`src/rtl/tmr_fault_manager_if.sv`:
```
// Bus between the TMR voter/decode stage and the fault manager.
// The slave side is the fault manager itself; the master side drives voter results.
interface tmr_fault_manager_if #(
  parameter int CNT_W = 8
);
  logic             valid_i;
  logic [2:0]       fault_i;
  logic [2:0]       repl_err_i;
  logic             clear_i;
  logic             stall_o;
  logic             retry_o;
  logic [CNT_W-1:0] transient_cnt_o;
  logic             perm_fault_o;
  logic [2:0]       faulty_replica_o;
  logic             irq_o;

  modport slave (
    input  valid_i, fault_i, repl_err_i, clear_i,
    output stall_o, retry_o, transient_cnt_o, perm_fault_o, faulty_replica_o, irq_o
  );

  modport master (
    output valid_i, fault_i, repl_err_i, clear_i,
    input  stall_o, retry_o, transient_cnt_o, perm_fault_o, faulty_replica_o, irq_o
  );
endinterface

```
`src/rtl/tmr_fault_manager.sv`:
```
// Fault manager for a triplicated decoder: retries a disagreeing decode a bounded
// number of times, counts recovered faults and latches a permanent fault with an alarm.
module tmr_fault_manager #(
  parameter int CNT_W     = 8,
  parameter int MAX_RETRY = 2
) (
  input  logic                clk,
  input  logic                rst,
  tmr_fault_manager_if.slave  bus
);

  typedef enum logic [1:0] {
    IDLE  = 2'd0,
    RETRY = 2'd1,
    CHECK = 2'd2,
    PERM  = 2'd3
  } state_e;

  localparam logic [2:0] LastRetry = 3'(MAX_RETRY - 1);

  state_e           state_q, state_d;
  logic [2:0]       retry_q, retry_d;
  logic [2:0]       episode_q, episode_d;
  logic [CNT_W-1:0] cnt_q, cnt_d;
  logic             irq_q, irq_d;
  logic             detect;

  assign detect = bus.valid_i && (bus.fault_i != 3'b000);

  always_ff @(posedge clk) begin
    if (rst) begin
      state_q   <= IDLE;
      retry_q   <= 3'd0;
      episode_q <= 3'd0;
      cnt_q     <= '0;
      irq_q     <= 1'b0;
    end else begin
      state_q   <= state_d;
      retry_q   <= retry_d;
      episode_q <= episode_d;
      cnt_q     <= cnt_d;
      irq_q     <= irq_d;
    end
  end

  always_comb begin
    state_d   = state_q;
    retry_d   = retry_q;
    episode_d = episode_q;
    cnt_d     = cnt_q;
    irq_d     = 1'b0;
    case (state_q)
      IDLE: begin
        if (bus.clear_i) cnt_d = '0;
        if (detect) begin
          state_d   = RETRY;
          retry_d   = 3'd0;
          episode_d = bus.repl_err_i;
        end
      end
      RETRY: state_d = CHECK;
      CHECK: begin
        // fault_i is sampled here even without valid_i: the stage is stalled on the re-decode
        if (bus.fault_i == 3'b000) begin
          state_d = IDLE;
          if (cnt_q != {CNT_W{1'b1}}) cnt_d = cnt_q + CNT_W'(1);
        end else if (retry_q < LastRetry) begin
          state_d   = RETRY;
          retry_d   = retry_q + 3'd1;
          episode_d = episode_q | bus.repl_err_i;
        end else begin
          state_d   = PERM;
          episode_d = episode_q | bus.repl_err_i;
          irq_d     = 1'b1;
        end
      end
      PERM: begin
        if (bus.clear_i) begin
          state_d   = IDLE;
          episode_d = 3'd0;
          cnt_d     = '0;
        end
      end
      default: state_d = IDLE;
    endcase
  end

  always_comb begin
    bus.stall_o          = 1'b0;
    bus.retry_o          = 1'b0;
    bus.perm_fault_o     = 1'b0;
    bus.irq_o            = 1'b0;
    bus.faulty_replica_o = 3'b000;
    if (!rst) begin
      case (state_q)
        IDLE:  bus.stall_o = detect;
        RETRY: begin
          bus.stall_o          = 1'b1;
          bus.retry_o          = 1'b1;
          bus.faulty_replica_o = episode_q;
        end
        CHECK: begin
          bus.stall_o          = 1'b1;
          bus.faulty_replica_o = episode_q;
        end
        PERM: begin
          bus.perm_fault_o     = 1'b1;
          bus.irq_o            = irq_q;
          bus.faulty_replica_o = episode_q;
        end
        default: ;
      endcase
    end
  end

  assign bus.transient_cnt_o = cnt_q;

endmodule

```
`src/flat_wrapper.sv`:
```
// flat-port wrapper written by rule: the top's interface ports become plain ports
module tmr_fault_manager_flat 
#(
  parameter int CNT_W     = 8,
  parameter int MAX_RETRY = 2
)
  (clk, rst, bus_valid_i, bus_fault_i, bus_repl_err_i, bus_clear_i, bus_stall_o, bus_retry_o, bus_transient_cnt_o, bus_perm_fault_o, bus_faulty_replica_o, bus_irq_o);
  tmr_fault_manager_if #(.CNT_W(CNT_W)) bus_i ();
  input  logic clk;
  input  logic rst;
  input wire logic [$bits(bus_i.valid_i)-1:0] bus_valid_i;
  input wire logic [$bits(bus_i.fault_i)-1:0] bus_fault_i;
  input wire logic [$bits(bus_i.repl_err_i)-1:0] bus_repl_err_i;
  input wire logic [$bits(bus_i.clear_i)-1:0] bus_clear_i;
  output wire logic [$bits(bus_i.stall_o)-1:0] bus_stall_o;
  output wire logic [$bits(bus_i.retry_o)-1:0] bus_retry_o;
  output wire logic [$bits(bus_i.transient_cnt_o)-1:0] bus_transient_cnt_o;
  output wire logic [$bits(bus_i.perm_fault_o)-1:0] bus_perm_fault_o;
  output wire logic [$bits(bus_i.faulty_replica_o)-1:0] bus_faulty_replica_o;
  output wire logic [$bits(bus_i.irq_o)-1:0] bus_irq_o;
  assign bus_i.valid_i = bus_valid_i;
  assign bus_i.fault_i = bus_fault_i;
  assign bus_i.repl_err_i = bus_repl_err_i;
  assign bus_i.clear_i = bus_clear_i;
  assign bus_stall_o = bus_i.stall_o;
  assign bus_retry_o = bus_i.retry_o;
  assign bus_transient_cnt_o = bus_i.transient_cnt_o;
  assign bus_perm_fault_o = bus_i.perm_fault_o;
  assign bus_faulty_replica_o = bus_i.faulty_replica_o;
  assign bus_irq_o = bus_i.irq_o;
  tmr_fault_manager #(.CNT_W(CNT_W), .MAX_RETRY(MAX_RETRY)) u_core (.clk(clk), .rst(rst), .bus(bus_i));
endmodule
```
`config.mk`:
```
export PLATFORM = sky130hd
export DESIGN_NAME = tmr_fault_manager_flat
export DESIGN_NICKNAME = d
export VERILOG_FILES = /design/src/rtl/tmr_fault_manager_if.sv /design/src/rtl/tmr_fault_manager.sv /design/src/flat_wrapper.sv
export SDC_FILE = /design/constraint.sdc
export NUM_CORES = 1
export LEC_CHECK = 0
export BUFFER_PORTS_ARGS = -buffer_cell sky130_fd_sc_hd__buf_2
export CORE_MARGIN = 5
export CORE_UTILIZATION = 40
export CTS_CLUSTER_DIAMETER = 150
export DETAILED_ROUTE_END_ITERATION = 6
export PLACE_DENSITY = 0.62
export SYNTH_ARGS = -nofsm -noshare
export SYNTH_HDL_FRONTEND = slang
export SYNTH_SLANG_ARGS = --single-unit
export TNS_END_PERCENT = 30
```
`constraint.sdc`:
```
create_clock -name clk -period 2.4 [get_ports clk]
set_input_delay 0.24 -clock clk [delete_from_list [all_inputs] [get_ports clk]]
set_output_delay 0.24 -clock clk [all_outputs]
set_load 0.02 [all_outputs]
```
# Word-level counts from Yosys, hierarchy flattened
# Cells that the tools add are included.
dict set report word_totals {
  regBits 17
  in_bits 10
  out_inout_bits 15
  elab_cells 64
}
dict set report op_classes {
  add_sub_neg 2
  n_lt_le_gt_ge 1
  n_eq_ne 11
  muxes 28
  bitwise_logic 2
  n_reduce_logical 15
}
# operator n
set op_table {}
lappend op_table {{2-to-1 mux 3 bit} 8}
lappend op_table {{2-to-1 mux 8 bit} 3}
lappend op_table {{case mux 8 bit (2 select lines)} 1}
lappend op_table {{AND reduction 4 bit} 3}
lappend op_table {{inequality test 2 x 1 -> 1 bit (second input constant)} 5}
lappend op_table {{case mux 3 bit (3 select lines)} 1}
lappend op_table {{adder 8 x 1 -> 8 bit (second input constant)} 1}
lappend op_table {{2-to-1 mux 1 bit} 8}
lappend op_table {{2-to-1 mux 2 bit} 4}
lappend op_table {{inequality test 8 bit (second input constant)} 1}
lappend op_table {{case mux 2 bit (4 select lines)} 1}
lappend op_table {{case mux 3 bit (2 select lines)} 1}
lappend op_table {{nonzero test 3 bit} 2}
lappend op_table {{OR reduction 3 bit} 2}
lappend op_table {{== test 2 bit (second input constant)} 2}
lappend op_table {{inequality test 2 bit (second input constant)} 2}
lappend op_table {{nonzero test 2 bit} 2}
lappend op_table {{OR reduction 2 bit} 2}
lappend op_table {{adder 3 x 1 -> 3 bit (second input constant)} 1}
lappend op_table {{zero test 3 bit} 1}
lappend op_table {{< comparator 3 x 1 -> 1 bit (second input constant)} 1}
lappend op_table {{OR 3 bit} 1}
lappend op_table {{== test 2 x 1 -> 1 bit (second input constant)} 1}
lappend op_table {{zero test 2 bit} 1}
lappend op_table {{4 further kinds} 4}

# Longest topological paths before layout
dict set report logic_depth {
  depth_word 4
  ltp_mapped 8
  mapped_depth_nobuf 6
}

# Least setup slack after synthesis
# OpenSTA, ideal clock, no wires.
dict set report synth_timing {
  path_type {reg-to-reg}
  start {reg u_core.state_q[0]}
  end {reg u_core.cnt_q[3] (netlist: u_core.bus.transient_cnt_o[3])}
  setup_ps 95
  t_arrival_ps 1887
  required_ps 2305
  slack_ps 417
  path_stages_with_launch 9
  path_buffers 2
  period_less_slack_ps 1983
  cell_sequence {dfxtp_1 inv_1 ha_1 clkbuf_2 nand2b_1 buf_2 a21oi_1 or4b_2 o311ai_1}
}
dict set report synth_between {
  elab_chain_len 4
  word_cells_on_any_way 10
  cone_classes {eq/ne: 5; mux: 1; reduce/logical: 4}
}
# item line
set synth_lines {}
lappend synth_lines {{start, declared} tmr_fault_manager.sv:21} ;# state_e state_q, state_d;
lappend synth_lines {{start signal, assigned} tmr_fault_manager.sv:38} ;# state_q <= state_d;
lappend synth_lines {{== test 2 bit / zero test 2 bit (equally long branches)} tmr_fault_manager.sv:52} ;# case (state_q)
lappend synth_lines {{OR reduction 2 bit (no line)} n/a}
lappend synth_lines {{inequality test 2 x 1 -> 1 bit (no line) / nonzero test 2 bit (equally long branches)} n/a}
lappend synth_lines {{AND reduction 4 bit (no line)} n/a}
lappend synth_lines {{end signal, assigned} tmr_fault_manager.sv:41} ;# cnt_q <= cnt_d;
lappend synth_lines {{end, declared} tmr_fault_manager.sv:24} ;# logic [CNT_W-1:0] cnt_q, cnt_d;
# Several ways; a longest one is shown, not always the timed one.
# A chain may end at the register's enable or synchronous reset.

# Final worst setup path
dict set report layout_timing {
  start {reg u_core.state_q[0]}
  end {reg u_core.cnt_q[5] (netlist: u_core.bus.transient_cnt_o[5])}
}
# Same word-level chain as after synthesis.

==> results.md <==
- Detailed Route Iter0 Violations: 95
- Post-synth top area cell: dfxtp_1
- Die Y: 62.4 um
- Die Footprint: 3890 sq um
- DR pass1 iterations: 6
- Hold buffer count at CTS: 0
- RSZ-0062 raised after global routing: no
- Clock root cell: clkbuf_4
- Largest net degree at the start of global routing: 30
- Die width: approximately 62 um
- Total CTS buffers: 3
- Actual slew at the worst max-slew pin: about 0.45 ns
- Status: finished clean
- Final Skew: 0.00190 ns
- Worst setup path endpoint: u_core.bus.transient_cnt_o[5]
- Critical path fanouts, max: 9
- Post-route ant nets: 0
- Final Non-Filler Cells: 192
- GRT Resource Usage Total: 0.151
- Initial core utilization: 0.408
- Synth top area cells: dfxtp_1 (31%), ha_1 (8.0%), nor3_1 (5.5%), nand2b_1 (4.0%), a21oi_1 (3.6%)
- Most common cell after layout, fill and taps aside: buf_2
- Post-route minimum period: 2.19 ns
- Commonest cells after routing, fill and taps aside: buf_2 (24), dfxtp_1 (17), nor3_1 (12)
- CP startpoint: u_core.state_q[0]
- P&R area growth vs syn: 16.0%
- Post_cts resized: 0
- Routed vias/inst: 6.00
- Vias: 1152
- Yosys cell types: 41
- # nets final: approximately 180
- Crit. End Element: flop
- WL per Instance: 14.6 um
- Leakage dissipation: a little under 0.0005 uW
- Post-synthesis sequential area ratio: 0.310
- Cell Pwr Density: 595 nW/um^2
- Post-synth top area share: 0.310
- Final setup viols: 0
- Core area: 2690 sq um
- Worst Hold Class: in -> reg
- Number of port buffers: 24
- Synthesized flop and latch total: 17
- GPL Wtd Cong: 0.875
- Max-slew headroom: 0.700
- Vias in the first global route: 1050
- Top FF cell, synth: dfxtp_1
- Worst endpoint required time: ~2.6 ns
- Clk_lat worst skew: roughly 0.28 ns
- FP Rows: 19
- Slew Limit Fails: 0
- Postcts setup bufs: 0
- Cells after Synth: 138
- Longest Clk Path Bufs: 2
- Initial antenna violation count: 0
- Synth Warn #: 0
- CP Class: reg -> reg
- Fin crit share: 0.914
- Diode count: 0
- Mapped Avg Cell Area: 7.95 sq um
- R2r setup slk: 0.21 ns
- Clk sinks: 17
- Placed cells: 188
- Number of enable flip-flop cells after synthesis: 0
- Hold Path Stages: 3
- Post-route DRC: 0
- Syn Nets: between 150 and 200
- H-tree depth: 1
- Gr ovfl total: 0
- Max IR drop VDD: 0.429 mV
- FF-to-FF path depth: 6
- Reg clk slew, reported paths: 0.09 ns
- R2R Path End: u_core.bus.transient_cnt_o[5]
- Total Wirelength: about 2800 um
- Post-DP HPWL: 2120 um
- Reg-to-reg startpoint: u_core.state_q[0]
- Share of cells above drive strength 1: 0.199
- CTS tree: yes
- Setup TNS: 0 ns
- Max Cap Viol: 0
- Final hold vios: 0
- Startpoint Class: flop
- Worst EP arrival: 2.40 ns
- Max Freq: 0.456 GHz
- First-pass GRT wire length: 4930 um
- Mapped Area: 1100 sq um
- Asr flop ratio synth: 0
- I/O pin cnt: 25
- Layout filler cell count: 277
## registers in the layout (all words and copies together) (netlist names)
| name | flops |
|---|---|
| u_core.irq_q | 1 |
| u_core.bus.transient_cnt_o | 8 |
| u_core.retry_q | 3 |
| u_core.state_q | 2 |
| u_core.episode_q | 3 |
## power breakdown
part / internal, uW / switching (uW)
combinational: 113 / 177
clock: 64.5 / 85.4
sequential: 302 / 14.5
total: 480 / 277
## layout make-up
type | instances | area [sq um] | area share
tap | 31 | 38.8 | 0.0305
clock buffer | 4 | 26.3 | 0.0206
inverter | 8 | 30.0 | 0.0236
sequential | 17 | 340 | 0.267
timing repair buffer | 27 | 143 | 0.112
multi-input combinational | 105 | 694 | 0.546
## synthesized netlist by cell type (all sizes together) (2+ instances only)
library cell   n
nor3          12
inv            8
a41oi          2
a21oi          8
nor2b          3
nand2b         7
a222oi         2
nand2          5
nor2          10
nand4          2
o32ai          4
o21ai          5
clkbuf         7
dfxtp         17
nand3          6
or4            3
ha             7
a21boi         2
a211oi         2
o31ai          2
or3            5
o221ai         2
## worst max-delay path, cell delays in order (launching register included)
cell and delay, ns:
dfxtp_1 0.43, inv_1 0.10, ha_1 0.43, nand2_1 0.23, or3_1 0.38, or4_1 0.46, o21ai_0 0.09
## per-layer routing
layer	routed length (um)	GRT usage	up-vias
li1	-	-	570
met1	1270	0.194	529
met2	1320	0.237	47
met3	166	0.0468	6
met4	46	0.0557	0
met5	0	0	-
## worst min path at each step
stage                        start             endpoint
2_1_floorplan    bus_repl_err_i[0]  u_core.episode_q[0]
3_3_place_gp     u_core.retry_q[0]    u_core.retry_q[0]
4_1_cts          bus_repl_err_i[0]  u_core.episode_q[0]
6_report         bus_repl_err_i[0]  u_core.episode_q[0]
5_1_grt          bus_repl_err_i[0]  u_core.episode_q[0]
3_5_place_dp   u_core.episode_q[2]  u_core.episode_q[2]
## metrics by stage
| stage | util | setup slack, ns | hold slack (ns) | total power (uW) | instance area (sq um) |
|---|---|---|---|---|---|
| 2_1_floorplan | - | 0.417 | 0.398 | 526 | 1100 |
| 3_5_place_dp | 0.464 | 0.272 | 0.474 | 611 | 1250 |
| 4_1_cts | 0.474 | 0.239 | 0.204 | 765 | 1270 |
| 6_report | 0.474 | 0.207 | 0.212 | 757 | 1270 |
| 3_3_place_gp | 0.464 | 0.342 | 0.461 | 607 | 1250 |
| 5_1_grt | 0.474 | 0.00680 | 0.220 | 817 | 1270 |
## cells by family (layout without fill, tap and decap cells)
logic type      after synthesis  in the layout  share of synthesized area
simple gates                 60             60                      0.302
mux                           1              1                    0.00912
flops                        17             17                      0.310
fa+ha+maj                     7              7                     0.0798
buf+inv                      16             39                     0.0570
compound gates               37             37                      0.242
(Power assumes the default switching activity.)
